===== config.mk =====
export PLATFORM = sky130hd
export DESIGN_NAME = button_debouncer
export DESIGN_NICKNAME = d
export VERILOG_FILES = /design/src/rtl/button_debouncer.sv
export SDC_FILE = /design/constraint.sdc
export NUM_CORES = 1
export LEC_CHECK = 0
export BUFFER_PORTS_ARGS = -buffer_cell sky130_fd_sc_hd__clkbuf_2
export CORE_MARGIN = 2
export CORE_UTILIZATION = 53
export DETAILED_ROUTE_END_ITERATION = 10
export GPL_TIMING_DRIVEN = 0
export PLACE_DENSITY = 0.73
export REMOVE_ABC_BUFFERS = 1
export SLEW_MARGIN = 20
export SYNTH_ARGS = -nofsm -noshare
export SYNTH_HDL_FRONTEND = slang
export SYNTH_SLANG_ARGS = --single-unit

===== constraint.sdc =====
create_clock -name clk -period 2 [get_ports clk]
set_input_delay 0.4 -clock clk [delete_from_list [all_inputs] [get_ports clk]]
set_output_delay 0.4 -clock clk [all_outputs]
set_load 0.02 [all_outputs]

===== src/rtl/button_debouncer.sv =====
// Push-button debouncer: synchroniser followed by a LOW/RISE_WAIT/HIGH/FALL_WAIT qualifier.
// Define DEBOUNCE_SYNC_EN for a two-flop synchroniser; leave it undefined for a single input register.
`timescale 1ns/100ps
module button_debouncer #(
    parameter int STABLE_CYCLES = 50000,
    parameter int CNT_W         = 16
) (
    input  logic clk,
    input  logic rst_n,
    input  logic button,
    output logic button_db,
    output logic busy
);

    typedef enum logic [1:0] {
        LOW       = 2'd0,
        RISE_WAIT = 2'd1,
        HIGH      = 2'd2,
        FALL_WAIT = 2'd3
    } state_t;

    // The cycle that enters a WAIT state already counts as one stable sample.
    localparam logic [CNT_W-1:0] CNT_DONE = CNT_W'(STABLE_CYCLES - 2);

    state_t           r_state;
    state_t           w_state_nxt;
    logic [CNT_W-1:0] r_cnt;
    logic [CNT_W-1:0] w_cnt_nxt;
    logic             r_db;
    logic             r_busy;
    logic             w_s;

`ifdef DEBOUNCE_SYNC_EN
    logic [1:0] r_sync;

    always_ff @(posedge clk or negedge rst_n) begin
        if (!rst_n) begin
            r_sync <= 2'b00;
        end else begin
            r_sync <= {r_sync[0], button};
        end
    end

    assign w_s = r_sync[1];
`else
    logic r_sync;

    always_ff @(posedge clk or negedge rst_n) begin
        if (!rst_n) begin
            r_sync <= 1'b0;
        end else begin
            r_sync <= button;
        end
    end

    assign w_s = r_sync;
`endif

    always_ff @(posedge clk or negedge rst_n) begin
        if (!rst_n) begin
            r_state <= LOW;
            r_cnt   <= '0;
            r_db    <= 1'b0;
            r_busy  <= 1'b0;
        end else begin
            r_state <= w_state_nxt;
            r_cnt   <= w_cnt_nxt;
            // Outputs are registered from the next state so they never glitch.
            r_db    <= (w_state_nxt == HIGH) || (w_state_nxt == FALL_WAIT);
            r_busy  <= (w_state_nxt == RISE_WAIT) || (w_state_nxt == FALL_WAIT);
        end
    end

    always_comb begin
        w_state_nxt = r_state;
        w_cnt_nxt   = r_cnt;
        case (r_state)
            LOW: begin
                if (w_s) begin
                    w_state_nxt = RISE_WAIT;
                    w_cnt_nxt   = '0;
                end
            end
            RISE_WAIT: begin
                if (!w_s) begin
                    w_state_nxt = LOW;
                    w_cnt_nxt   = '0;
                end else if (r_cnt == CNT_DONE) begin
                    w_state_nxt = HIGH;
                    w_cnt_nxt   = '0;
                end else begin
                    w_cnt_nxt = r_cnt + CNT_W'(1);
                end
            end
            HIGH: begin
                if (!w_s) begin
                    w_state_nxt = FALL_WAIT;
                    w_cnt_nxt   = '0;
                end
            end
            FALL_WAIT: begin
                if (w_s) begin
                    w_state_nxt = HIGH;
                    w_cnt_nxt   = '0;
                end else if (r_cnt == CNT_DONE) begin
                    w_state_nxt = LOW;
                    w_cnt_nxt   = '0;
                end else begin
                    w_cnt_nxt = r_cnt + CNT_W'(1);
                end
            end
            default: begin
                w_state_nxt = LOW;
                w_cnt_nxt   = '0;
            end
        endcase
    end

    assign button_db = r_db;
    assign busy      = r_busy;

endmodule


# ---- Word-level counts from Yosys, hierarchy flattened
# Index checks and enable logic that the tools add are counted.
dict set report classes {
  n_reduce_logical 4
  muxes 13
  add_sub_neg 1
  eq_ne 9
}
# cell n
set op_table {}
lappend op_table {{$mux W16} 5}
lappend op_table {{$pmux W16 S4} 1}
lappend op_table {{$add A16 B1 Y16 const B} 1}
lappend op_table {{$eq A16 B16 Y1 const B} 1}
lappend op_table {{$mux W2} 6}
lappend op_table {{$eq A2 B2 Y1 const B} 4}
lappend op_table {{$pmux W2 S4} 1}
lappend op_table {{$eq A2 B1 Y1 const B} 2}
lappend op_table {{$ne A2 B2 Y1 const B} 2}
lappend op_table {{$logic_not A2 Y1} 1}
lappend op_table {{$logic_or A1 B1 Y1} 2}
lappend op_table {{$reduce_and A2 Y1} 1}
dict set report totals {
  inputBits 3
  elab_cells 32
  regBits 21
  output_inout_bits 2
}

# ---- Logic depth before layout (Yosys ltp)
dict set report depth {
  word_depth 6
  ltp_mapped 8
}

# ---- Worst setup path after synthesis
# No wires, ideal clock.
dict set report synth_path {
  path_type {reg-to-reg}
  from {reg r_cnt[5]}
  to {reg r_db, in the netlist button_db}
  t_required_ps 1875
  period_less_slack_ps 1960
  path_stages_with_launch 5
  path_slack_ps 40
  arrival_ps 1836
  cell_sequence {dfrtp_1 -> or4_1 -> or4_4 -> nor2_1 -> mux2_2}
}
dict set report synth_between {
  elab_chain_len 6
  elab_cells_between_ends 9
  cone_classes {3 x eq/ne; 5 x mux; 1 x reduce/logical}
}
# item line
set synth_lines {}
lappend synth_lines {{start, declared} 27} ;# logic [CNT_W-1:0] r_cnt;
lappend synth_lines {{start signal, assigned} 67} ;# r_cnt <= w_cnt_nxt;
lappend synth_lines {{$eq A16 B16 Y1 (*)} {88, 105}}
lappend synth_lines {{$mux W2 (on tied branches)} {105, 88}}
lappend synth_lines {{$mux W2 (on tied branches)} {102, 85}}
lappend synth_lines {{$pmux W2 S4 (*)} 77} ;# case (r_state)
lappend synth_lines {{$eq A2 B2 Y1} 69} ;# r_db <= (w_state_nxt == HIGH) || (w_state_nxt == FALL_WAIT);
lappend synth_lines {{$logic_or A1 B1 Y1 (*)} 69}
lappend synth_lines {{end signal, assigned} 69}
lappend synth_lines {{end, declared} 29} ;# logic r_db;
# Every way passes the cells marked *; elsewhere a longest branch is shown, timed or not.
# A chain may end at the register's enable or synchronous reset.

# ---- Final worst setup path
dict set report layout_path {
  from {reg r_cnt[7]}
  to {reg r_state[1]}
}
dict set report layout_between {
  elab_chain_len 4
  elab_cells_between_ends 6
  cone_classes {1 x eq/ne; 5 x mux}
}
# item line
set layout_lines {}
lappend layout_lines {{$eq A16 B16 Y1 (*)} {88, 105}}
lappend layout_lines {{$mux W2 (on tied branches)} {105, 88}}
lappend layout_lines {{$mux W2 (on tied branches)} {102, 85}}
lappend layout_lines {{$pmux W2 S4 (*)} 77}
lappend layout_lines {{via w_state_nxt[1]} 26} ;# state_t w_state_nxt;
lappend layout_lines {{end signal, assigned} 66} ;# r_state <= w_state_nxt;
lappend layout_lines {{end, declared} 25} ;# state_t r_state;
# The timed path passes the listed nets; every way through them passes the cells marked *.

==> impl_metrics.csv <==
group,metric,value,unit
setup_path,critPathTopFamily,"simple AND/OR/NAND/NOR gates",
final_layout,postLayoutCoreUtil,63.88,%
timing,fin_skew,0.006612,ns
setup_path,r2r_slack,-0.06,ns
detailed_routing,met2_wirelength,1.234,mm
clocking,clkSlewWorstSetupHoldPaths,0.11,ns
synth,synth_cell_types,31,
power_and_ir_drop,power_frac_seq,62.6,%
run_status,status,"finished, violations left",
power_and_ir_drop,p_total,0.6659,mW
detailed_routing,met3_length,117,µm
setup_path,slowest_delay,0.54,ns
timing,period_share,103.1,%
clocking,ctsHtreeMaxLevel,1,
detailed_routing,dr_total_vias,1007,
final_layout,area_growth,12.06,%
timing,tightest_slew,0.8795,ns
final_layout,nets,137,
final_layout,design_area,1279,µm²
power_and_ir_drop,p_int,0.5010,mW
setup_path,worstSetupPathType,"flip-flop to flip-flop",
detailed_routing,vias_per_cell,6.414,
global_routing,grt_max_degree,22,
timing,maxSlewHeadroom,41.15,%
setup_path,cp_cell_sequence,"or4_4 -> or4_4 -> nor2_4 -> mux2_4",
clocking,root_buffer,"clkbuf_4",
power_and_ir_drop,p_per_area,520.8,nW/µm²
synth,yosysWarningCount,0,
global_routing,grt-ovfl-total,0,
place,gp_congestion,0.8376,
place,io_buffers,4,
die,rows,16,
timing,fmax,485.0,MHz
clocking,insertion_delay,0.30,ns
power_and_ir_drop,vdd_drop_max,0.4677,mV
place,postPlaceCellArea,1145,µm²
timing,finalSetupViolCount,6,
power_and_ir_drop,swShare,24.76,%
detailed_routing,dr.max_layer_used,"met4",
synth,syn_avg_cell_area,9.202,µm²
power_and_ir_drop,p_leak,0.5032,nW
setup_path,cpMaxStageDelayCell,"or4_4",
setup_path,worstSetupEndpointType,"flip-flop",
synth,synthArstFlopShare,100.0,%
setup_path,cp.arrival,2.25,ns
hold_path,min_path_type,"input port to asynchronous set/reset pin",
power_and_ir_drop,power_frac_comb,8.8,%
global_routing,antenna_found_initial,0,
global_routing,first_global_vias,952,
die,die_y,50.40,µm
setup_path,endpoint,"r_state[1]",
synth,synth-main-ff-cell,"dfrtp_1",
clocking,tritoncts,"yes",
detailed_routing,drcViolationCount,0,
clocking,numClockSinks,20,
synth,synth_edf_count,0,
detailed_routing,drt-initial-drc-count,41,
timing,period_needed,2.062,ns
detailed_routing,detail-route-antenna-nets,0,
timing,setup_ws,-0.06197,ns
timing,holdWs,0.03151,ns
setup_path,worst-path-stages,4,
setup_path,r2r_cells,4,
setup_path,crit_required,2.19,ns
die,die_x,50.40,µm
clocking,ctsHoldBuffers,0,
power_and_ir_drop,p_sw,0.1649,mW
final_layout,layout_common_cells,"dfrtp_1, nand3_1, a31oi_1",
setup_path,timing.rr.start,"r_cnt[7]",
final_layout,final_common_cell,"dfrtp_1",
detailed_routing,wl_met1,1.122,mm
setup_path,path_buf_inv,0,
timing,fin_setup_tns,-0.1864,ns
global_routing,grt_usage,23.42,%
clocking,ctsLongestPathBuffers,2,
synth,ys_seq_elements,20,
synth,syn_area,1141,µm²
die,io_pins,5,
synth,ys_seq_area_share,43.86,%
setup_path,cpMostUsedCell,"or4_4",
setup_path,rr_endpoint,"r_state[1]",
final_layout,post_route_cells_drive_above_1_share,20.00,%
clocking,numCtsBuffers,3,
run,drv_cap,0,
detailed_routing,wl,2.511,mm
setup_path,crit_path_max_fanout,3,
die,dieArea,2540,µm²
timing,hold_violations,0,
timing,rsz0062_at_grt,"true",
detailed_routing,drtPass1Iterations,4,
die,initial_core_util,57.00,%
setup_path,start_kind,"flip-flop",
synth,netlist_instances,124,
die,core-area,2002,µm²
timing,slew_viol_final,0,
place,hpwlAfterDp,1.523,mm
detailed_routing,avgRoutedWirePerCell,15.99,µm
run_status,violations,"setup timing",
global_routing,grt_pass1_wl,4.485,mm
final_layout,antenna_cells,0,
setup_path,startpoint,"r_cnt[7]",
power_and_ir_drop,pwr-share-clk,28.6,%
-- Yosys cell counts, types with 3 or more instances --
| library cell | count | share of area [%] |
|---|---|---|
| dfrtp_1 | 20 | 44 |
| nand3_1 | 15 | 6.6 |
| a31oi_1 | 14 | 7.7 |
| nand2_1 | 10 | 3.3 |
| inv_1 | 9 | 3.0 |
| o22ai_1 | 6 | 3.3 |
| clkbuf_1 | 5 | 1.6 |
| nand4_1 | 5 | 2.7 |
| and2_1 | 4 | 2.2 |
| and3_1 | 4 | 2.2 |
| a41oi_1 | 3 | 2.3 |
| o211ai_1 | 3 | 2.0 |
-- worst reg2reg max path, delay by kind of cell (launching register included) --
| kind | cells | cell delay [ns] |
|---|---|---|
| AND/OR/NAND/NOR | 3 | 1.25 |
| multiplexers | 1 | 0.31 |
| flip-flops | 1 | 0.40 |
-- worst min-delay path by stage --
stage	endpoint	slack, ns	cells past startpoint
after floorplan	busy	0.10	0
after global placement	r_cnt[6]	0.39	1
after detailed placement	r_cnt[4]	0.39	1
after CTS	r_cnt[4]	0.06	1
after global routing	r_cnt[4]	0.08	1
final	r_cnt[4]	0.03	1
-- power by group through the flow --
stage	Sequential [mW]	Combinational, mW	Clock (mW)
after floorplan	0.425	0.0272	0
after global placement	0.425	0.0467	0
after detailed placement	0.425	0.0476	0
after CTS	0.417	0.0496	0.195
after global routing	0.418	0.0670	0.211
final	0.417	0.0585	0.191
-- sequential cells by signal (all words and copies together), names as in the netlist --
signal	flops
busy	1
r_sync	1
r_state	1
button_db	1
r_cnt	16
-- metrics by stage --
| stage | worst slack, ns | cells |
|---|---|---|
| after detailed placement | -0.2093 | 147 |
| after global routing | -0.1255 | 157 |
| after CTS | -0.05253 | 155 |
| after global placement | -0.1874 | 147 |
| final | -0.06197 | 157 |
| after floorplan | -0.08445 | 116 |
-- routing by layer --
metal,global-route usage (%),vias up
met5,0,-
met3,2.976,4
met2,36.62,28
met1,33.40,490
li1,-,485
met4,8.559,0
-- kinds of logic (layout without fill, tap and decap cells) --
| logic type | Yosys count | count (layout) | share of synthesized area [%] |
|---|---|---|---|
| fa+ha+maj | 2 | 2 | 2.193 |
| xor+xnor | 1 | 1 | 0.7677 |
| simple gates | 52 | 53 | 26.10 |
| buf+inv | 17 | 22 | 7.346 |
| flops | 20 | 20 | 43.86 |
| compound gates | 29 | 29 | 16.89 |
| mux | 3 | 3 | 2.851 |
-- layout make-up --
cell class | instances | area, µm²
well taps | 27 | 33.78
clock buffers | 3 | 22.52
multi-input cells | 88 | 621.8
repair buffers | 10 | 65.06
fillers | 157 | 723.2
inverters | 9 | 33.78
flip-flops and latches | 20 | 501.7
-- timing repair --
| item | 4_1_cts | 5_1_grt |
|---|---|---|
| pin swaps | 3 | 0 |
| setup endpoints to repair | 10 | 15 |
| buffers inserted | 4 | 2 |
| cloned | 1 | 0 |
| gates resized for setup | 8 | 6 |
Note: power is estimated with default switching activity, not from simulation.
